[src/rtl/ls161_pkg.sv]
// ls161_pkg: counter width and terminal count shared by the ls161 model
package ls161_pkg;
  localparam int CNT_W = 4;
  localparam logic [CNT_W-1:0] CNT_MAX = '1;
endpackage

[src/rtl/ttl_edge_det.sv]
// ttl_edge_det: rising-edge detect of a TTL chip clock pin sampled on clk
module ttl_edge_det (
  input  logic clk,
  input  logic reset,
  input  logic cp,
  output logic cp_rise
);
  logic cp_q;
  // history resets high so a pin held high across reset release is not an edge
  always_ff @(posedge clk or posedge reset)
    if (reset) cp_q <= 1'b1;
    else cp_q <= cp;
  assign cp_rise = cp & ~cp_q;
endmodule

[src/rtl/ls161.sv]
// ls161: 74LS161/9316 synchronous 4-bit binary counter clocked from a sampled cp pin
module ls161
  import ls161_pkg::*;
#(
  parameter bit ASYNC_CLR = 1'b1
) (
  input  logic       clk,
  input  logic       reset,
  input  logic       cp,
  input  logic       clr_n,
  input  logic       load_n,
  input  logic       enp,
  input  logic       ent,
  input  logic [3:0] d,
  output logic [3:0] q,
  output logic       rco
);
  logic cp_rise;
  logic [3:0] q_next;
  ttl_edge_det u_edge (
    .clk    (clk),
    .reset  (reset),
    .cp     (cp),
    .cp_rise(cp_rise)
  );
  // clear dominates load, load dominates counting
  always_comb begin
    q_next = q;
    if (ASYNC_CLR && !clr_n) q_next = '0;
    else if (cp_rise) q_next = !clr_n ? 4'h0 : !load_n ? d : (enp && ent) ? q + 4'd1 : q;
  end
  always_ff @(posedge clk or posedge reset)
    if (reset) q <= '0;
    else q <= q_next;
  assign rco = ent & (q == CNT_MAX);
endmodule

[config.mk]
export PLATFORM = sky130hd
export DESIGN_NAME = ls161
export DESIGN_NICKNAME = d
export VERILOG_FILES = /design/src/rtl/ls161_pkg.sv /design/src/rtl/ttl_edge_det.sv /design/src/rtl/ls161.sv
export SDC_FILE = /design/constraint.sdc
export NUM_CORES = 1
export LEC_CHECK = 0
export ABC_AREA = 1
export ABC_CLOCK_PERIOD_IN_PS = 1200
export CAP_MARGIN = 40
export CORE_AREA = 2 2 39 41
export DETAILED_ROUTE_END_ITERATION = 8
export DIE_AREA = 0 0 41 43
export SLEW_MARGIN = 10
export SYNTH_ARGS = -nofsm -noshare
export SYNTH_HDL_FRONTEND = slang
export SYNTH_SLANG_ARGS = --single-unit
[constraint.sdc]
create_clock -name clk -period 1.2 [get_ports clk]
set_input_delay 0.24 -clock clk [delete_from_list [all_inputs] [get_ports clk]]
set_output_delay 0.24 -clock clk [all_outputs]
set_load 0.005 [all_outputs]
# Word-level counts from Yosys, hierarchy flattened
# Cells that the tools add are included.
[word_totals] regBits=5 input_bits=11 elab_cells=15
[op_classes] n_addsub=1 eq_ne=3 mux=4 bitwise_logic=3 n_reduce_logical=2
[op_table] operator="$mux W4" n=4
[op_table] operator="$add A4 B1 Y4 const B" n=1
[op_table] operator="$eq A4 B4 Y1 const B" n=1
[op_table] operator="$ne A3 B2 Y1 const B" n=1
[op_table] operator="$and A1 B1 Y1" n=2
[op_table] operator="$ne A2 B1 Y1 const B" n=1
[op_table] operator="$reduce_and A2 Y1" n=1
[op_table] operator="$logic_and A1 B1 Y1" n=1
[op_table] operator="$not A1 Y1" n=1

# Depth between registers and ports, before layout
[depth] word_depth=5 ltp_mapped=7 mapped_depth_nobuf=7

# By module
# Synthesis repeated with hierarchy kept, for this count alone.
[unflattened] hier_cells=50 hier_area_um2=330.3
[modules_own_cells] mod="ls161" n_inst=1 cells_each=46 area_per_inst_um2=290.3 seq_area_each_um2=100.1
[modules_own_cells] mod="ttl_edge_det" n_inst=1 cells_each=4 area_per_inst_um2=40.0 seq_area_each_um2=26.3

# Least setup slack after synthesis
# OpenSTA, ideal clock, no wires.
[synth_path] path_type="reg-to-reg" start="reg q[0]" end="reg q[2]" arrival_ns=0.919 required_ns=1.083 path_slack_ns=0.163 stages_incl_launch_ff=8 n_path_buf=0 period_less_slack_ns=1.037 cell_sequence="dfrtp_1 ha_1 inv_1 nand2_1 nand3_1 nand2_1 nand2_1 o21ai_2"
[synth_via] elab_chain_cells=5
[synth_rtl] item="from (decl)" line="ls161.sv:15" rtl="output logic [3:0] q,"
[synth_rtl] item="from (signal assigned)" line="ls161.sv:34" rtl="else q <= q_next;"
[synth_rtl] item="$add A4 B1 Y4" line="ls161.sv:30" rtl="else if (cp_rise) q_next = !clr_n ? 4'h0 : !load_n ? d : (enp && ent) ? q + 4'd1 : q;"
[synth_rtl] item="$mux W4 (3 in series)" line="ls161.sv:30"
[synth_rtl] item="$mux W4" line="ls161.sv:29" rtl="if (ASYNC_CLR && !clr_n) q_next = '0;"
# No other way between the ends. The select of a mux whose other input is x is not followed.
# A chain may end at the register's enable or synchronous reset.

# Worst setup path in the final report
[layout_path] start="reg q[0]" end="out rco"
[layout_via] elab_chain_cells=2
[layout_rtl] item="$eq A4 B4 Y1" line="ls161.sv:35" rtl="assign rco = ent & (q == CNT_MAX);"
[layout_rtl] item="$and A1 B1 Y1" line="ls161.sv:35"
[layout_rtl] item="to (decl)" line="ls161.sv:16" rtl="output logic rco"
# No other way between the ends.

==> results.md <==
- Status: complete, but fails checks
- Violations in the final reports: negative setup slack
- Synth Area per Inst: 6.66 um^2
- Number of antenna diodes: 0
- Filler instances: 158
- Crit path cell chain: ha_2 > nand2_2 > nor2_1 > buf_2
- Share of power burned in registers: 38.4%
- Syn Inst Count: 50
- Share of the synthesized area in the top cell type: 30.1%
- Maximum Capacitance Violations: 0
- Vias per Instance: 4.11
- Wl on met1: 350 um
- Worst rel slew slack: 85.2%
- Die height: 43 um
- Switching Share: 23.2%
- CTS buffer count: 3
- # IOs: 16
- DIE AREA: 1760 um^2
- Crit path from: q[0]
- Final Non-Filler Cells: 95
- Final Hold Fails: 0
- Drt initial violations: 3
- Slew Limit Fails: 0
- Setup ws final: -0.0678 ns
- Critical Path Start Type: flip-flop
- Routed Antenna Nets: 0
- Cell internal pwr: 363 uW
- Skew final: 0.00165 ns
- CTS tree: yes
- Row count: 14
- Layout cells sized above 1: 34.2%
- Worst-path maximum fanout: 2
- Slowest cell on the critical path: dfrtp_1
- Worst min-delay path class: in -> async
- Critical R2R Launch: q[0]
- Setup WS pre-CTS: -0.426 ns
- VDD IR-drop max: 378 uV
- CP endpoint: rco
- Area contributors post-synth: dfrtp_1, nand2_1, dfstp_2
- R2R depth: 8
- Ys Warns: 0
- Antenna violations before repair: 0
- Worst Path Required: 0.96 ns
- Met3 WL: 27 um
- GP Congestion: 0.709
- RSZ-0062 raised after global routing: true
- Crit-path leading delay family: flip-flops
- HPWL after detailed placement: 721 um
- CP Depth: 4
- CP Capture Type: primary output
- Die width: 41 um
- Core area: 1380 um^2
- Starting Density: 24.1%
- # nets final: 92
- Residual DRC: 0
- CTS Root Cell: clkbuf_4
- Setup CP Type: reg -> out
- DRT Pass-1 Iters: 2
- Seq cells post-synth: 5
- Routed vias: 390
- Comb pwr share: 22.3%
- Top sig layer: met4
- Metal2 WL: 472 um
- CTS clk-pin slew, worst paths: 0.04 ns
- Area leader, netlist: dfrtp_1
- Arr. time, crit path: 1.03 ns
- Slowest cell delay on critical path: 0.35 ns
- Clock buffer depth: 2
- First-pass GRT wire length: 1350 um
- Setup violations, final: 2
- Commonest non-fill, non-tap cell in the layout: nand2_1
- Overall Global Routing Usage: 11.7%
- Flop2flop setup slack: 0.04 ns
- Post-Syn Nets: 62
- Sequential share of the synthesized area: 38.0%
- R2R Path End: q[2]
- IO buf count: 15
- Worst Tran Pin Value: 0.221 ns
- Multi-input gate area: 189 um^2
- Register Area: 126 um^2
- Core Util, Final: 43.3%
- Drt total wl: 859 um
- Largest net degree at the start of global routing: 6
- Overflow after GRT: 0
- Area growth syn-to-layout: 80.1%
- Max frequency: 0.789 GHz
- Unique masters post-synth: 13
- H-tree levels: 1
- Fin crit share: 106%
- Inst Count DP: 88
- Total clock sinks: 5
- Clk Latency, worst-skew pair: 0.23 ns
- Pwr/cell area: 788 nW/um^2
- Min cycle time layout: 1.27 ns
- Buf/Inv on CP: 1
- Clk pwr share: 39.4%
- Pleak: 0.000321 uW
- Vias in the first global route: 383
- Mapped Area: 333 um^2
- Net switching power: 110 uW
- Wirelength per Cell: 9.04 um
- Commonest non-fill, non-tap cells in the layout: nand2_1, clkdlybuf4s50_1, buf_4, inv_1
synthesized netlist by cell type (all sizes together):
library cell  count
nand4             1
dfrtp             4
nand3             4
o21ai             2
inv               8
nor2              5
nand2            24
dfstp             1
ha                1
per-layer routing:
metal / vias to the layer above / GRT usage [%]
li1: 211 / -
met1: 173 / 12.1
met2: 4 / 19.1
met3: 2 / 1.57
met4: 0 / 10.0
met5: - / 0
through the flow:
stage / total power (uW) / area (um^2) / hold WS [ns] / setup TNS, ns
6_report: 472 / 599 / 0.195 / -0.127
5_1_grt: 501 / 599 / 0.221 / -0.272
4_1_cts: 484 / 597 / 0.195 / -0.159
3_5_place_dp: 289 / 556 / 0.451 / -1.08
3_3_place_gp: 288 / 556 / 0.446 / -0.983
2_1_floorplan: 222 / 333 / 0.0178 / 0
registers in the layout, summed over array words and instances, names as in the netlist:
name,flops
q,4
u_edge.cp_q,1
power groups by stage:
| stage | sequential (uW) | clock [uW] | combinational [uW] |
|---|---|---|---|
| after floorplan | 187 | 0 | 35.3 |
| after global routing | 182 | 203 | 117 |
| final | 181 | 186 | 105 |
| after global placement | 184 | 0 | 104 |
| after detailed placement | 184 | 0 | 105 |
| after CTS | 181 | 197 | 105 |
area by class of cell:
class,instances,area share [%]
Sequential cell,5,21.1
Multi-Input combinational cell,37,31.5
Inverter,8,5.01
Tap cell,16,3.34
Timing Repair Buffer,25,34.7
Clock buffer,4,4.38
worst reg2reg max path, stage by stage, from the launching register on:
cell and delay, ns:
dfrtp_1 0.35, ha_2 0.19, nand2_2 0.05, buf_4 0.12, buf_4 0.12, nand3_2 0.06, nand2_1 0.05, nand2_1 0.06
o21ai_2 0.06
timing repair:
action	in CTS	in global routing
gates resized for setup	14	3
hold buffers	0	0
setup endpoints to repair	5	6
pin swaps	3	2
hold endpoints to repair	0	0
buffers inserted	3	0
cells by family after synthesis:
| kind of cell | count (synthesis) | synth area share (%) |
|---|---|---|
| compound gates | 2 | 4.13 |
| fa+ha+maj | 1 | 3.76 |
| simple gates | 34 | 45.1 |
| buf+inv | 8 | 9.02 |
| flops | 5 | 38.0 |
worst min path at each step:
stage            to  cells after the start  slack, ns  startpoint
3_5_place_dp   q[3]                      2       0.45       reset
5_1_grt        q[3]                      2       0.22       reset
3_3_place_gp   q[3]                      2       0.45       reset
4_1_cts        q[3]                      2       0.20       reset
6_report       q[3]                      2       0.20       reset
2_1_floorplan  q[0]                      1       0.02       reset
Power figures use the tool's default switching activity.
